`config.mk`:
```
export PLATFORM = sky130hd
export DESIGN_NAME = hack_rom_loader
export DESIGN_NICKNAME = d
export VERILOG_FILES = /design/src/rtl/hack_rom_loader.sv
export SDC_FILE = /design/constraint.sdc
export NUM_CORES = 1
export LEC_CHECK = 0
export ABC_CLOCK_PERIOD_IN_PS = 6940
export CORE_ASPECT_RATIO = 1.25
export CORE_UTILIZATION = 61
export DETAILED_ROUTE_END_ITERATION = 10
export PLACE_DENSITY_LB_ADDON = 0.1
export SLEW_MARGIN = 20
export SYNTH_ARGS = -nofsm -noshare
export SYNTH_HDL_FRONTEND = slang
export SYNTH_SLANG_ARGS = --single-unit
```
`constraint.sdc`:
```
create_clock -name wb_clk_i -period 6.94 [get_ports wb_clk_i]
set_clock_uncertainty 0.05 [all_clocks]
set_input_delay 1.041 -clock wb_clk_i [delete_from_list [all_inputs] [get_ports wb_clk_i]]
set_output_delay 1.041 -clock wb_clk_i [all_outputs]
set_load 0.005 [all_outputs]
```
`src/rtl/hack_rom_loader.sv`:
```
// hack_rom_loader: Wishbone-fed word FIFO that streams Hack program words to SPI SRAM.
// Optional macro HACK_ROM_LOADER_IRQ_EN builds the load-done pulse on irq_o.
module hack_rom_loader #(
  parameter logic [31:0] BASE_ADDR  = 32'h3000_0000,
  parameter int unsigned FIFO_DEPTH = 8,
  parameter int unsigned CLK_DIV    = 2,
  parameter int unsigned ADDR_W     = 16
) (
  input  logic        wb_clk_i,
  input  logic        wb_rst_i,
  input  logic        wbs_cyc_i,
  input  logic        wbs_stb_i,
  input  logic        wbs_we_i,
  input  logic [3:0]  wbs_sel_i,
  input  logic [31:0] wbs_adr_i,
  input  logic [31:0] wbs_dat_i,
  output logic        wbs_ack_o,
  output logic [31:0] wbs_dat_o,
  output logic        hack_rst_o,
  output logic        spi_cs_n,
  output logic        spi_sck,
  output logic        spi_mosi,
  output logic        irq_o
);

  localparam int unsigned PTR_W   = $clog2(FIFO_DEPTH);
  localparam int unsigned CNT_W   = PTR_W + 1;
  localparam int unsigned TMR_W   = $clog2(2 * CLK_DIV);
  localparam int unsigned FRAME_W = 48;
  localparam int unsigned BIT_W   = 6;
  localparam logic [7:0]  SPI_CMD_WRITE = 8'h02;
  localparam logic [3:0]  OFF_CTRL   = 4'h0;
  localparam logic [3:0]  OFF_STATUS = 4'h4;
  localparam logic [3:0]  OFF_DATA   = 4'h8;
  localparam logic [3:0]  OFF_ADDR   = 4'hC;

  typedef enum logic [1:0] {S_IDLE, S_SHIFT, S_GAP} state_e;

  state_e               state_q, state_d;
  logic [TMR_W-1:0]     tmr_q, tmr_d;
  logic [BIT_W-1:0]     bit_q, bit_d;
  logic [FRAME_W-1:0]   sr_q, sr_d;
  logic                 cs_n_q, cs_n_d, sck_q, sck_d, mosi_q, mosi_d;
  logic                 ack_q, ack_d, load_q, load_d;
  logic [31:0]          dat_q, dat_d;
  logic [ADDR_W-1:0]    addr_q, addr_d;
  logic                 addr_wr_q, addr_wr_d;
  logic [PTR_W-1:0]     wr_ptr_q, wr_ptr_d, rd_ptr_q, rd_ptr_d;
  logic [CNT_W-1:0]     count_q, count_d;
  logic [15:0]          mem_q [FIFO_DEPTH];

  logic                 req, fifo_empty, fifo_full, busy, pop, push, accept, data_wr;
  logic [3:0]           off;
  logic [31:0]          status;
  logic [FRAME_W-1:0]   frame;
  logic                 in_unused;

  assign in_unused  = ^{wbs_sel_i, wbs_dat_i[31:16]};
  assign off        = wbs_adr_i[3:0];
  assign req        = wbs_cyc_i & wbs_stb_i & (wbs_adr_i[31:4] == BASE_ADDR[31:4]);
  assign fifo_empty = (count_q == '0);
  assign fifo_full  = (count_q == CNT_W'(FIFO_DEPTH));
  assign busy       = (state_q != S_IDLE) | ~fifo_empty;
  assign pop        = (state_q == S_IDLE) & ~fifo_empty;
  assign data_wr    = wbs_we_i & (off == OFF_DATA);
  // A DATA write into a full FIFO is held off until the FSM frees a slot.
  assign accept     = req & ~ack_q & ~(data_wr & fifo_full & ~pop);
  assign push       = accept & data_wr;
  assign status     = {20'b0, 4'(count_q), 5'b0, fifo_full, fifo_empty, busy};
  assign frame      = {SPI_CMD_WRITE, 24'({addr_q, 1'b0}), mem_q[rd_ptr_q]};

  always_comb begin
    state_d   = state_q;
    tmr_d     = tmr_q;
    bit_d     = bit_q;
    sr_d      = sr_q;
    cs_n_d    = cs_n_q;
    sck_d     = sck_q;
    mosi_d    = mosi_q;
    ack_d     = 1'b0;
    dat_d     = '0;
    load_d    = load_q;
    addr_d    = addr_q;
    addr_wr_d = addr_wr_q;
    wr_ptr_d  = wr_ptr_q;
    rd_ptr_d  = rd_ptr_q;
    count_d   = count_q;

    case (state_q)
      S_IDLE: begin
        if (pop) begin
          state_d   = S_SHIFT;
          cs_n_d    = 1'b0;
          sck_d     = 1'b0;
          tmr_d     = '0;
          bit_d     = '0;
          sr_d      = frame;
          mosi_d    = frame[FRAME_W-1];
          rd_ptr_d  = rd_ptr_q + PTR_W'(1);
          addr_wr_d = 1'b0;
        end
      end
      S_SHIFT: begin
        if (tmr_q == TMR_W'(CLK_DIV - 1)) begin
          tmr_d = '0;
          if (!sck_q) begin
            sck_d = 1'b1;
          end else begin
            sck_d = 1'b0;
            if (bit_q == BIT_W'(FRAME_W - 1)) begin
              state_d = S_GAP;
              cs_n_d  = 1'b1;
              mosi_d  = 1'b0;
              // A CPU write to ADDR during this transfer replaces the increment.
              if (!addr_wr_q) addr_d = addr_q + ADDR_W'(1);
            end else begin
              bit_d  = bit_q + BIT_W'(1);
              sr_d   = {sr_q[FRAME_W-2:0], 1'b0};
              mosi_d = sr_q[FRAME_W-2];
            end
          end
        end else begin
          tmr_d = tmr_q + TMR_W'(1);
        end
      end
      S_GAP: begin
        if (tmr_q == TMR_W'(2 * CLK_DIV - 1)) begin
          state_d = S_IDLE;
          tmr_d   = '0;
        end else begin
          tmr_d = tmr_q + TMR_W'(1);
        end
      end
      default: state_d = S_IDLE;
    endcase

    if (accept) begin
      ack_d = 1'b1;
      if (wbs_we_i) begin
        case (off)
          OFF_CTRL: begin
            load_d = wbs_dat_i[0];
            if (wbs_dat_i[1]) begin
              addr_d    = '0;
              addr_wr_d = 1'b1;
            end
          end
          OFF_ADDR: begin
            addr_d    = wbs_dat_i[ADDR_W-1:0];
            addr_wr_d = 1'b1;
          end
          OFF_DATA: wr_ptr_d = wr_ptr_q + PTR_W'(1);
          default: ;
        endcase
      end else begin
        case (off)
          OFF_CTRL:   dat_d = {31'b0, load_q};
          OFF_STATUS: dat_d = status;
          OFF_ADDR:   dat_d = 32'(addr_q);
          default: ;
        endcase
      end
    end

    case ({push, pop})
      2'b10:   count_d = count_q + CNT_W'(1);
      2'b01:   count_d = count_q - CNT_W'(1);
      default: ;
    endcase
  end

  always_ff @(posedge wb_clk_i or posedge wb_rst_i) begin
    if (wb_rst_i) begin
      state_q   <= S_IDLE;
      tmr_q     <= '0;
      bit_q     <= '0;
      sr_q      <= '0;
      cs_n_q    <= 1'b1;
      sck_q     <= 1'b0;
      mosi_q    <= 1'b0;
      ack_q     <= 1'b0;
      dat_q     <= '0;
      load_q    <= 1'b1;
      addr_q    <= '0;
      addr_wr_q <= 1'b0;
      wr_ptr_q  <= '0;
      rd_ptr_q  <= '0;
      count_q   <= '0;
    end else begin
      state_q   <= state_d;
      tmr_q     <= tmr_d;
      bit_q     <= bit_d;
      sr_q      <= sr_d;
      cs_n_q    <= cs_n_d;
      sck_q     <= sck_d;
      mosi_q    <= mosi_d;
      ack_q     <= ack_d;
      dat_q     <= dat_d;
      load_q    <= load_d;
      addr_q    <= addr_d;
      addr_wr_q <= addr_wr_d;
      wr_ptr_q  <= wr_ptr_d;
      rd_ptr_q  <= rd_ptr_d;
      count_q   <= count_d;
    end
  end

  always_ff @(posedge wb_clk_i) begin
    if (push) mem_q[wr_ptr_q] <= wbs_dat_i[15:0];
  end

  assign wbs_ack_o  = ack_q;
  assign wbs_dat_o  = dat_q;
  assign hack_rst_o = load_q;
  assign spi_cs_n   = cs_n_q;
  assign spi_sck    = sck_q;
  assign spi_mosi   = mosi_q;

`ifdef HACK_ROM_LOADER_IRQ_EN
  // Load-done pulse on the falling edge of busy.
  logic busy_q, irq_q, irq_d;
  assign irq_d = busy_q & ~busy;
  always_ff @(posedge wb_clk_i or posedge wb_rst_i) begin
    if (wb_rst_i) begin
      busy_q <= 1'b0;
      irq_q  <= 1'b0;
    end else begin
      busy_q <= busy;
      irq_q  <= irq_d;
    end
  end
  assign irq_o = irq_q;
`else
  assign irq_o = 1'b0;
`endif

endmodule

```
# == Word level (Yosys, flattened, before mapping) ==
# Memories as Yosys holds them, arrays and structs flattened.
# Index checks and enable logic that the tools add are counted.
# Widths: inputs -> output; s select.
# totals
reg_bits,121
latchBits,0
mem_bits_rw,128
romBits,0
in_bits,73
output_inout_bits,38
wordCells,125
memories,1
# memory_table
name,words,word_bits,rd,rd_clocked_by_memory_dff,wr,line,rtl
mem_q,8,16,1,0,1,50,logic [15:0] mem_q [FIFO_DEPTH];
# classes
add_sub_neg,7
mul,0
n_div,0
magnitude_cmp,0
eq_ne,18
n_shift,0
muxes,54
n_bitwise,14
n_reduce_logical,16
# ops
cell,count
$mux 47,4
$mux 16,10
$pmux 47 s2,1
$pmux 16 s3,1
$pmux 16 s2,1
$eq 28x26->1 const B,1
$mux 6,4
$mux 1,17
$add 16x1->16 const B,1
$mux 2,8
$reduce_and 5->1,3
$eq 4x4->1 const B,3
$ne 2x2->1 const B,6
$pmux 2 s3,2
$pmux 6 s2,1
$and 1x1->1,9
$reduce_and 3->1,3
$logic_not 4->1,2
$pmux 1 s2,4
$pmux 4 s2,1
$add 3x1->3 const B,2
$add 6x1->6 const B,1
$eq 2x1->1 const B,3
$eq 2x2->1 const B,3
other kinds (12),18

# == Depth between registers and ports, before layout ==
# depth
ltp_word,10
ltp_mapped,13
depth_no_buf,12

# == Worst setup path before layout ==
# OpenSTA, ideal clock, no wires.
# synth_timing
kind,input-to-reg
start,in wbs_adr_i[12]
end,mem mem_q[4][0] (enable)
setup_time_ns,0.430
t_arrival_ns,3.920
setup_slack_ns,2.540
cell_stages,7
path_buffers,1
cell_sequence,nor4_1 -> nand4_1 -> or2_1 -> buf_2 -> nor4_4 -> inv_2 -> nor4_1
# synth_between
elab_chain_len,7
# synth_rtl
element,line,rtl
start: declaration,15,"input logic [31:0] wbs_adr_i,"
$eq 28x26->1,60,assign req = wbs_cyc_i & wbs_stb_i & (wbs_adr_i[31:4] == BASE_ADDR[31:4]);
$and 1x1->1,60,
$and 1x1->1 (2 in a row),67,assign accept = req & ~ack_q & ~(data_wr & fifo_full & ~pop);
$and 1x1->1,68,assign push = accept & data_wr;
$mux 1,209,if (push) mem_q[wr_ptr_q] <= wbs_dat_i[15:0];
$mux 1 (implied by the code),209,
end: declaration,50,
# Every way passes these cells.

# == Final worst setup path ==
# layout_timing
start,in wbs_adr_i[12]
end,reg count_q[2]
# layout_between
elab_chain_len,7
word_cells_on_any_way,9
classes_between,eq/ne: 3; mux: 1; bitwise: 4; reduce/logical: 1
# layout_rtl
element,line,rtl
$eq 28x26->1 (*),60,
$and 1x1->1 (*),60,
$and 1x1->1 (*) (2 in a row),67,
$and 1x1->1 (*),68,
$eq 2x1->1 / $eq 2x2->1 (equally long branches),165,"case ({push, pop})"
$pmux 4 s2 / $reduce_bool 2->1 (equally long branches),--,
end signal: assignment,204,count_q <= count_d;
end: declaration,49,"logic [CNT_W-1:0] count_q, count_d;"
# Every way passes the cells marked *; elsewhere a longest branch is shown, timed or not.
# A chain may end at the register's enable or synchronous reset.

==> impl_metrics.tcl <==
set metrics [dict create \
    status "finished clean" \
    grt.total_usage 0.263 \
    power_density_nw_per_um2 245 \
    grt_pass1_vias 6331 \
    r2r_start "state_q[1]" \
    timing.critical_path.buf_inv 2 \
    rsz0062_at_grt "false" \
    clk_latency_ns 0.51 \
    area_delta_synth_final_pct 16.6 \
    crit_path_frequent_cell "xor2_1" \
    ctsResizeCount 0 \
    finalWeightedCongestion 0.809 \
    viasPerCell 5.97 \
    yosys_most_used_dff "edfxtp_1" \
    total_power_uw 2850 \
    grt_pass1_wl_microns 32900 \
    hpwl_microns 13200 \
    initial_core_util 0.631 \
    ctsHoldBuffers 0 \
    postCtsSetupBuffers 0 \
    ys_async_sr_fraction 0.451 \
    post-place-ws_ns 2.53 \
    synth_edf_count 128 \
    worst_pin_slew_ns 1.01 \
    r2r_slack_ns 3.73 \
    design_area_sq_um 11600 \
    drv_slew 0 \
    hold_slack_ns 0.429 \
    place_area_sq_um 10900 \
    path_cells "clkdlybuf4s50_1 > nor4_1 > nand4_1 > or2_1 > nor4_4 > inv_2 > ha_1 > xor2_1 > ha_1 > a21oi_1 > xor2_1 > nor2_1 > xor2_1" \
    path_max_fanout 9 \
    overflow 0 \
    path_depth 13 \
    finalCritPeriodShare 0.559 \
    worstHoldStart "sr_q[13]" \
    die_area_sq_um 16800 \
    clkSinkCount 233 \
    syn_area_sq_um 9950 \
    clock.fmax_ghz 0.258 \
    routed_wl_microns 20800 \
    antenna_found_initial 0 \
    hp-class "reg2reg" \
    clk_pin_slew_ns 0.06 \
    root_buffer "clkbuf_16" \
    synth_seq_cells 233 \
    yosysSeqAreaShare 0.651 \
    via_count 6044 \
    ys_types 52 \
    cp-end-kind "flip-flop" \
    setup_tns_ns 0 \
    crit_type "in2reg" \
    dr.pass1.iters 6 \
    drv_cap 0 \
    layout.nets 870 \
    io_buffers 73 \
    relSlewSlack 0.324 \
    hold_viol 0 \
    drc 0 \
    crit_family "simple AND/OR/NAND/NOR gates" \
    cp.arrival_ns 4.22 \
    cts_tree "yes" \
    peakVddDrop_mv 0.319 \
    crit_slowest_cell "clkdlybuf4s50_1" \
    core_sq_um 15800 \
    fin_crit_ns 3.88 \
    fp-row-count 51 \
    rr_endpoint "spi_mosi" \
    synth.avg_cell_area_sq_um 14.0 \
    htree_levels 1 \
    io_pins 111 \
    endpoint "count_q[2]" \
    p_leak_uw 0.00436 \
    yosysWarningCount 0 \
    drive_gt1_frac 0.124 \
    cp_slowest_stage_delay_ns 0.41 \
    required_ns 7.28 \
    drt-initial-drc-count 392 \
    setup_violations 0 \
    die_y_microns 145 \
    grt_max_degree 84 \
    cts_max_path_buffers 3 \
    insertedDiodeCount 0 \
    cts_buffers 23 \
    layout_setup_ws_ns 3.06 \
    cp-startpoint "wbs_adr_i[12]" \
    cp-start-kind "input port" \
    wl_per_cell_microns 20.6 \
    synthCells 709 \
    rr_worst_depth 8 \
    dieWidth_microns 116 \
    antenna_left 0 \
]
==> per-layer routing <==
layer  vias to the layer above  share of wire  GRT usage
met4                         0          0.034      0.114
li1                       2742              -          -
met5                         -              0          0
met3                        56          0.052     0.0304
met1                      3056           0.38      0.328
met2                       190           0.53      0.465
==> stage by stage <==
stage,cells,utilization
3_3_place_gp,970,0.688
3_5_place_dp,970,0.688
5_1_grt,1012,0.736
6_report,1012,0.736
4_1_cts,1012,0.736
2_1_floorplan,725,-
==> cells by family (layout without fill, tap and decap cells) <==
logic type / Yosys count / in the layout / synth area share
DFF: 233 / 233 / 0.651
and+or+nand+nor: 185 / 185 / 0.0931
AOI/OAI and AO/OA: 112 / 112 / 0.0664
muxes: 75 / 75 / 0.116
buffers and inverters: 65 / 140 / 0.0345
xor gates and xnor gates: 24 / 24 / 0.0211
adders and majority gates: 14 / 14 / 0.0176
other: 1 / 17 / 0.000377
==> worst register-to-register path, delay by kind of cell (launching register included) <==
family / cells / cell delay (ns)
buf+inv: 4 / 1.63
simple gates: 2 / 0.74
compound gates: 1 / 0.08
flops: 1 / 0.40
fa+ha+maj: 1 / 0.22
==> final cells by class <==
class                   count  area [sq um]
inverters                  14          55.1
flip-flops and latches    233          6480
well taps                 212           265
clock buffers              33           653
fillers                  1055          4160
multi-input cells         427          3240
clock inverters             9          97.6
repair buffers             84           817
==> power by group <==
part / switching [uW] / internal, uW / total [uW]
Clock: 504 / 729 / 1230
Combinational: 51.0 / 42.8 / 93.8
Sequential: 22.2 / 1500 / 1520
Total: 577 / 2270 / 2850
==> sequential cells by signal (all words and copies together), names as in the netlist, 3 cells and up <==
signal     cells
addr_q        16
sr_q          47
wr_ptr_q       3
mem_q        128
bit_q          6
rd_ptr_q       3
wbs_dat_o     16
count_q        4
==> worst min path at each step <==
stage | endpoint | slack (ns) | cells after the start
floorplan | addr_wr_q | 0.39 | 1
global placement | addr_wr_q | 0.41 | 1
detailed placement | sr_q[14] | 0.42 | 2
CTS | addr_wr_q | 0.43 | 1
global route | addr_wr_q | 0.46 | 1
finish | sr_q[13] | 0.43 | 2
==> layout by cell type (no fill, tap or decap), types with 7 or more instances in the layout <==
cell type        synthesis  layout
and2_1                   9       9
a21oi_1                 12      12
o21ai_0                 65      65
clkdlybuf4s50_1          0      73
conb_1                   1      17
a22o_1                  17      17
nor4_1                  13       9
edfxtp_1               128     128
o21ai_1                  9       9
nand3_1                  9       9
xnor2_1                 12      12
mux4_2                  32      32
ha_1                    14      14
mux2i_1                 38      38
nor2_1                  21      21
nand4_1                  9       9
xor2_1                  12      12
nor4_2                   3       7
clkbuf_16                0      23
dfrtp_1                103     102
buf_4                   23      10
inv_1                   12      11
nand2_1                 87      87
==> synthesized netlist by cell type (4+ instances only) <==
library cell,count,area [sq um]
buf_2,10,50.1
nand4_1,9,56.3
edfxtp_1,128,3840
inv_1,12,45.0
mux2_2,4,45.0
o21ai_0,65,325
buf_1,5,18.8
nand3_1,9,45.0
buf_4,23,173
dfrtp_1,103,2580
nand2_1,87,327
and3_1,4,25.0
a21oi_1,12,60.1
and2_1,9,56.3
or3_1,4,25.0
nor3_1,7,35.0
clkbuf_1,13,48.8
nor4_1,13,81.3
mux2i_1,38,380
a22o_1,17,149
nor2_1,21,78.8
ha_1,14,175
o21ai_1,9,45.0
xnor2_1,12,105
and4_1,4,35.0
xor2_1,12,105
mux4_2,32,721
No activity file was read; power rests on OpenSTA's default activity.
